$ cat src/rtl/sdr_req_arbiter.sv
`default_nettype none
// ============================================================================
// Module   : sdr_req_arbiter
// Function : Round-robin merge of N ROM fetch clients onto one SDRAM ROM
//            manager port, one request outstanding, responses routed back.
// Revision : 1.0 - initial release
// ============================================================================
module sdr_req_arbiter #(
    parameter int N  = 4,
    parameter int AW = 25,
    parameter int DW = 16
) (
    input  logic            clk,
    input  logic            reset,
    input  logic [N-1:0]    cli_req,
    input  logic [N*AW-1:0] cli_addr,
    output logic [DW-1:0]   cli_data,
    output logic [N-1:0]    cli_rdy,
    output logic [AW-1:0]   rom_addr,
    output logic            rom_req,
    input  logic [DW-1:0]   rom_data,
    input  logic            rom_rdy
);

    localparam int             c_lw       = (N > 1) ? $clog2(N) : 1;
    localparam logic [c_lw-1:0] c_last_rst = c_lw'(N - 1);
    localparam logic [N-1:0]   c_one      = {{(N-1){1'b0}}, 1'b1};

    typedef enum logic [0:0] {
        S_IDLE = 1'b0,
        S_WAIT = 1'b1
    } state_t;

    state_t          r_state;
    logic [N-1:0]    r_req_d;
    logic [N-1:0]    r_pend;
    logic [AW-1:0]   r_padr [N];
    logic [c_lw-1:0] r_gnt;
    logic [c_lw-1:0] r_last;

    logic [N-1:0]    w_edge;
    logic [N-1:0]    w_done;
    logic            w_found;
    logic [c_lw-1:0] w_win;
    logic [c_lw:0]   w_idx;

    assign w_edge = cli_req & ~r_req_d;

    always_comb begin
        w_done = '0;
        if (r_state == S_WAIT && rom_rdy) begin
            w_done = c_one << r_gnt;
        end
    end

    // Scan last+1, last+2, ... wrapping modulo N; the first pending client wins.
    always_comb begin
        w_found = 1'b0;
        w_win   = '0;
        w_idx   = '0;
        for (int k = 1; k <= N; k++) begin
            w_idx = {1'b0, r_last} + (c_lw+1)'(k);
            if (w_idx >= (c_lw+1)'(N)) begin
                w_idx = w_idx - (c_lw+1)'(N);
            end
            if (!w_found && r_pend[w_idx[c_lw-1:0]]) begin
                w_found = 1'b1;
                w_win   = w_idx[c_lw-1:0];
            end
        end
    end

    always_ff @(posedge clk or posedge reset) begin
        if (reset) begin
            r_state  <= S_IDLE;
            r_req_d  <= '0;
            r_pend   <= '0;
            r_gnt    <= '0;
            r_last   <= c_last_rst;
            cli_data <= '0;
            cli_rdy  <= '0;
            rom_addr <= '0;
            rom_req  <= 1'b0;
            for (int i = 0; i < N; i++) begin
                r_padr[i] <= '0;
            end
        end else begin
            r_req_d <= cli_req;
            rom_req <= 1'b0;
            cli_rdy <= '0;

            // A fresh edge landing on its own completion re-arms the client.
            for (int i = 0; i < N; i++) begin
                if (w_edge[i] && (!r_pend[i] || w_done[i])) begin
                    r_pend[i] <= 1'b1;
                    r_padr[i] <= cli_addr[i*AW +: AW];
                end else if (w_done[i]) begin
                    r_pend[i] <= 1'b0;
                end
            end

            case (r_state)
                S_IDLE: begin
                    if (w_found) begin
                        r_gnt    <= w_win;
                        r_last   <= w_win;
                        rom_addr <= r_padr[w_win];
                        rom_req  <= 1'b1;
                        r_state  <= S_WAIT;
                    end
                end
                S_WAIT: begin
                    if (rom_rdy) begin
                        cli_data <= rom_data;
                        cli_rdy  <= w_done;
                        r_state  <= S_IDLE;
                    end
                end
                default: r_state <= S_IDLE;
            endcase
        end
    end

endmodule
`default_nettype wire
$ cat config.mk
export PLATFORM = sky130hd
export DESIGN_NAME = sdr_req_arbiter
export DESIGN_NICKNAME = d
export VERILOG_FILES = /design/src/rtl/sdr_req_arbiter.sv
export SDC_FILE = /design/constraint.sdc
export NUM_CORES = 1
export LEC_CHECK = 0
export BUFFER_PORTS_ARGS = -buffer_cell sky130_fd_sc_hd__buf_2
export CORE_AREA = 5 5 129 131
export CTS_CLUSTER_SIZE = 12
export DETAILED_ROUTE_END_ITERATION = 12
export DIE_AREA = 0 0 134 136
export PLACE_DENSITY = 0.68
export SLEW_MARGIN = 40
export SYNTH_ARGS = -nofsm -noshare
export SYNTH_HDL_FRONTEND = slang
export SYNTH_SLANG_ARGS = --single-unit
$ cat constraint.sdc
create_clock -name clk -period 6.6 [get_ports clk]
set_clock_uncertainty 0.05 [all_clocks]
set_input_delay 0.66 -clock clk [delete_from_list [all_inputs] [get_ports clk]]
set_output_delay 0.66 -clock clk [all_outputs]
set_load 0.03 [all_outputs]
* Word level (Yosys, flattened, before mapping)
Cells that the tools add are included.
** Storage, ports and cells
- Output and inout port bits :: 46
- Latch bits :: 0
- RAM bits :: 0
- Memory bits (read-only) :: 0
- Memories :: 0
- Input port bits :: 123
- Bits in registers :: 159
** Cells by class
- Reduce and logical (&&, ||, !) cells :: 25
- Equal/unequal tests :: 0
- Shift-type cells :: 1
- Bitwise operators :: 4
- Divide/modulo/power cells :: 0
- $add $sub $neg :: 8
- Multiply operators :: 0
- Order comparisons :: 9
- Multiplexer cells :: 38
** Operator list (count)
- $bmux W25 S2 :: 1
- $mux W25 :: 2
- $mux W1 :: 19
- $mux W2 :: 8
- $ge A3 B3 Y1 const B :: 5
- $lt A2 B3 Y1 const B :: 4
- $mux W4 :: 3
- $bmux W1 S2 :: 4
- $logic_and A1 B1 Y1 :: 8
- $reduce_bool A2 Y1 :: 4
- $sub A2 B1 Y2 const B :: 4
- $logic_not A1 Y1 :: 7
- $add A2 B2 Y3 const B :: 2
- $and A4 B4 Y4 :: 1
- $logic_or A1 B1 Y1 :: 4
- $not A4 Y4 :: 1
- $reduce_and A2 Y1 :: 2
- $shl A1 B2 Y4 const A :: 1
- $add A2 B1 Y3 const B :: 1
- $add A2 B3 Y3 const B :: 1
- $not A2 Y3 :: 1
- $pmux W1 S2 :: 1
- $not A1 Y1 :: 1

* Logic depth before layout (Yosys ltp)
- Depth after elaboration :: 19
- Depth in mapped cells :: 8
- Gate-level depth less buffers :: 5

* Worst setup path before layout
OpenSTA, ideal clock, no wires.
- Kind :: register to register
- From :: register r_last[1]
- To :: register rom_addr[1]
- Library setup time :: 0.148 ns
- Slack :: 4.307 ns
- Arrival time :: 2.095 ns
- Period minus slack after synthesis :: 2.293 ns
- Cell stages (with the launch flop) :: 8
- Required time :: 6.402 ns
- Path through :: dfstp_2 > buf_6 > mux2_4 > a32o_2 > a311oi_4 > buf_6 > mux2i_1 > o221ai_2
** On the way
- Cells in the longest elaborated chain, start to end :: 19
- Elaborated cells on any way between the ends :: 43
- Those cells by class :: 8 x add/sub; 4 x order compare; 23 x mux; 1 x bitwise; 7 x reduce/logical
** RTL lines
- start, declared :: RTL line 39 : logic [c_lw-1:0] r_last;
- start signal, assigned :: RTL line 79 : r_last <= c_last_rst;
- start signal, assigned :: RTL line 106 : r_last <= w_win;
- $add A2 B1 Y3 :: RTL line 62 : w_idx = {1'b0, r_last} + (c_lw+1)'(k);
- $ge A3 B3 Y1 / $sub A2 B1 Y2 (equally long branches) :: RTL line 63, 64
- $mux W2 :: RTL line 63 : if (w_idx >= (c_lw+1)'(N)) begin
- $bmux W1 S2 :: RTL line 66 : if (!w_found && r_pend[w_idx[c_lw-1:0]]) begin
- $mux W1 (implied by the code) :: RTL line 66
- $mux W1 :: RTL line 66
- $logic_not A1 Y1 :: RTL line 66
- $logic_and A1 B1 Y1 :: RTL line 66
- [... 2 more ...]
- $logic_and A1 B1 Y1 :: RTL line 66
- $mux W1 :: RTL line 66
- $logic_not A1 Y1 :: RTL line 66
- $logic_and A1 B1 Y1 :: RTL line 66
- $mux W2 :: RTL line 66
- $not A2 Y3 (implied by the code) :: RTL line 107 : rom_addr <= r_padr[w_win];
- $bmux W25 S2 :: RTL line 107
- $mux W25 (implied by the code) (2 in a row) :: RTL line 107
- end signal, assigned :: RTL line 107
- end, declared :: RTL line 19 : output logic [AW-1:0] rom_addr,
Parallel ways exist; a longest one is shown, timed or not. The select of a mux whose other input is x is not followed.
A chain may end at the register's enable or synchronous reset.

* Worst setup path in the final report
- From :: register r_last[1]
- To :: register rom_addr[6]
The elaborated chain is that of the path after synthesis.

==> PnR_summary.wiki <==
{| class="wikitable"
! Metric !! Value
|-
| Area of the die || 18200 sq um
|-
| EDFF count, synth || 0
|-
| Worst IR drop on VDD || 0.000286 V
|-
| Final setup TNS || 0 ns
|-
| Most numerous cell in the Yosys netlist || dfrtp_1
|-
| Run status || finished, final reports clean
|-
| Global-route wire length before repair || 26700 um
|-
| Avg Synthesized Cell Area || 13.8 sq um
|-
| Hold_buf cts || 0
|-
| Vias per std cell || 5.16
|-
| All-layer global routing usage || 19.1%
|-
| Initial Util || 43.3%
|-
| Achievable frequency || 319 MHz
|-
| Layout Utilization || 54.0%
|-
| Setup repair after global routing missed its margin || no
|-
| Clock-pin slew on the worst setup and hold paths || 0.06 ns
|-
| Total detailed-routing wirelength || 16500 um
|-
| Post_cts resized || 0
|-
| Synth async-reset ratio || 100%
|-
| Cell leakage power || 4.09 nW
|-
| Count of maximum capacitance violations || 0
|-
| Average wire length per cell after detail routing || 19.2 um
|-
| Clock tree buffer depth || 2
|-
| Top FF cell, synth || dfrtp_1
|-
| Number of routed nets with antenna violations || 0
|-
| Data required time of the critical path || 6.82 ns
|-
| Critical path type || register to register
|-
| Fraction of power spent switching nets || 34.9%
|-
| Largest net degree at the start of global routing || 84
|-
| Clk_lat worst skew || 0.42 ns
|-
| Psw || 1.47 mW
|-
| Buffer type at the clock tree root || clkbuf_16
|-
| NumNets Final || 778
|-
| Share of the synthesized area in the top cell type || 58.6%
|-
| Worst-Margin Slew || 0.846 ns
|-
| Post-Syn Nets || 610
|-
| Routability congestion estimate || 0.783
|-
| Library cells used by synthesis || 34
|-
| Number of H-tree levels || 4
|-
| Worst hold path type || input pin to async pin
|-
| Cell breakdown of the critical path || mux2_4 > a32o_2 > a311oi_4 > buf_4 > mux2i_1 > o221ai_2
|-
| Cell type contributing the most total cell area after synthesis || dfrtp_1
|-
| Drt drc || 0
|-
| Synthesis warning total || 0
|-
| Area of the core region || 15500 sq um
|-
| Endpoints failing setup || 0
|-
| Number of antenna violations at the first check in global routing || 2
|-
| First-pass detailed-route iteration total || 4
|-
| Top fanout value on the critical path || 36
|-
| Height of the die || 136 um
|-
| Final Hold Vio Count || 0
|-
| Post-synthesis instance area || 6700 sq um
|-
| CTS tree || done
|-
| Filler cells || 1329
|-
| Placement row count || 46
|-
| Sequential share of power || 39.5%
|-
| Tightest slew margin relative to the limit || 43.3%
|-
| Commonest cells post-synth || 157 x dfrtp_1, 83 x nand2_1, 80 x mux2_2
|-
| Post-synthesis instance total || 487
|-
| Die boundary width || 134 um
|-
| Clock buffer count from CTS || 17
|-
| I/O pins || 169
|-
| Worst Setup Start Kind || register
|-
| Peak per-stage delay on the critical path || 0.65 ns
|-
| Fraction of the yosys area taken by sequential cells || 59.4%
|-
| Part of the power in combinational logic || 36.3%
|-
| Pwr dens || 504 nW/um^2
|-
| Internal Power || 2.75 mW
|-
| Buffers on Ports || 168
|-
| Flip-flop and latch count after synthesis || 159
|-
| Worst Setup End Kind || register
|-
| Post-synthesis to final-layout area growth || 24.8%
|-
| Vias in the first global route || 4916
|-
| Power Total || 4.22 mW
|-
| Top cells by area, synth || dfrtp_1 59%, mux2_2 13%, mux2i_1 7.5%
|-
| Number of clock sinks seen by CTS || 159
|-
| Worst endpoint data arrival time || 3.35 ns
|-
| Fraction of power consumed by the clock network || 24.2%
|-
| Number of DRC violations after detailed-routing iteration 0 || 248
|-
| Tmin final || 3.13 ns
|-
| CP max stage cell || buf_4
|-
| GR Overflow Total || 0
|-
| Buffers inserted by post-CTS timing repair || 0
|-
| Half-perimeter wire length after detailed placement || 12000 um
|-
| Crit share post-route || 47.4%
|-
| Share of layout cells above drive strength 1 || 48.4%
|-
| Routed vias || 4441
|-
| Slew Viols, Final || 0
|}
-- metrics by stage --
step	cells	setup WS, ns	area, sq um	hold slack, ns
floorplan	487	1.60	6700	0.407
global placement	824	3.21	7670	0.406
detailed placement	828	3.30	7740	0.407
CTS	860	3.46	8360	0.287
global route	861	3.37	8360	0.298
finish	861	3.47	8360	0.303
-- cell families after synthesis --
logic type,after synthesis,synth area share [%]
AO/OA/AOI/OAI,41,7.15
buffers and inverters,36,2.93
flip-flops,159,59.4
multiplexers,151,24.5
AND/OR/NAND/NOR,100,6.01
-- routing by layer --
metal  wire length, um  track usage [%]  vias to the layer above  share of wire (%)
met5                 7                0                        -              0.042
met2              7940             30.3                      115                 48
met1              7360             25.5                     2241                 44
met3               950             5.48                       23                5.7
li1                  -                -                     2060                  -
met4               282             6.23                        2                1.7
-- cell type report --
type / count / area (sq um) / area share (%)
repair buffers: 177 / 950 / 11.4
flip-flops and latches: 159 / 3980 / 47.6
clock inverters: 12 / 166 / 1.99
well taps: 192 / 240 / 2.87
diodes: 1 / 2.50 / 0.0299
multi-input cells: 292 / 2540 / 30.4
clock buffers: 20 / 447 / 5.34
inverters: 8 / 35.0 / 0.419
-- layout by cell type (no fill, tap or decap), drive strengths merged, types with 5 or more instances in the layout --
cell type	synthesis	final
o221ai	25	25
inv	8	8
clkinv	0	7
nor2	5	5
mux2	101	101
dfrtp	157	157
mux2i	50	50
buf	21	176
clkbuf	7	21
nand2	83	83
-- sequential cells by signal, summed over array words and instances (netlist names) --
signal,count
cli_data,16
r_padr,100
rom_req,1
r_pend,4
r_state,1
cli_rdy,4
rom_addr,25
r_last,2
r_req_d,4
r_gnt,2
-- worst max-delay path: cells and delay by family (launching register included) --
kind                   cells  cell delay [ns]
AOI/OAI and AO/OA          3             0.98
muxes                      2             0.65
buffers and inverters      1             0.65
DFF                        1             0.62
-- power by group through the flow --
stage	Clock, mW	Sequential, mW	Combinational [mW]
floorplan	0	1.75	1.07
global placement	0	1.67	1.46
detailed placement	0	1.68	1.54
CTS	1.04	1.67	1.55
global route	1.08	1.72	1.66
finish	1.02	1.67	1.53
-- final timing paths --
path	cells past startpoint	slack (ns)	end	startpoint
worst min-delay path	2	0.30	r_padr[3]	reset
worst max-delay path	6	3.47	rom_addr[6]	r_last[1]
min in group clk	1	0.31	r_req_d[3]	cli_req[3]
worst max register to register	6	3.47	rom_addr[6]	r_last[1]
worst min register to register	2	0.42	cli_data[0]	cli_data[0]
max in group asynchronous	3	5.02	r_req_d[3]	reset
(Power assumes the default switching activity.)
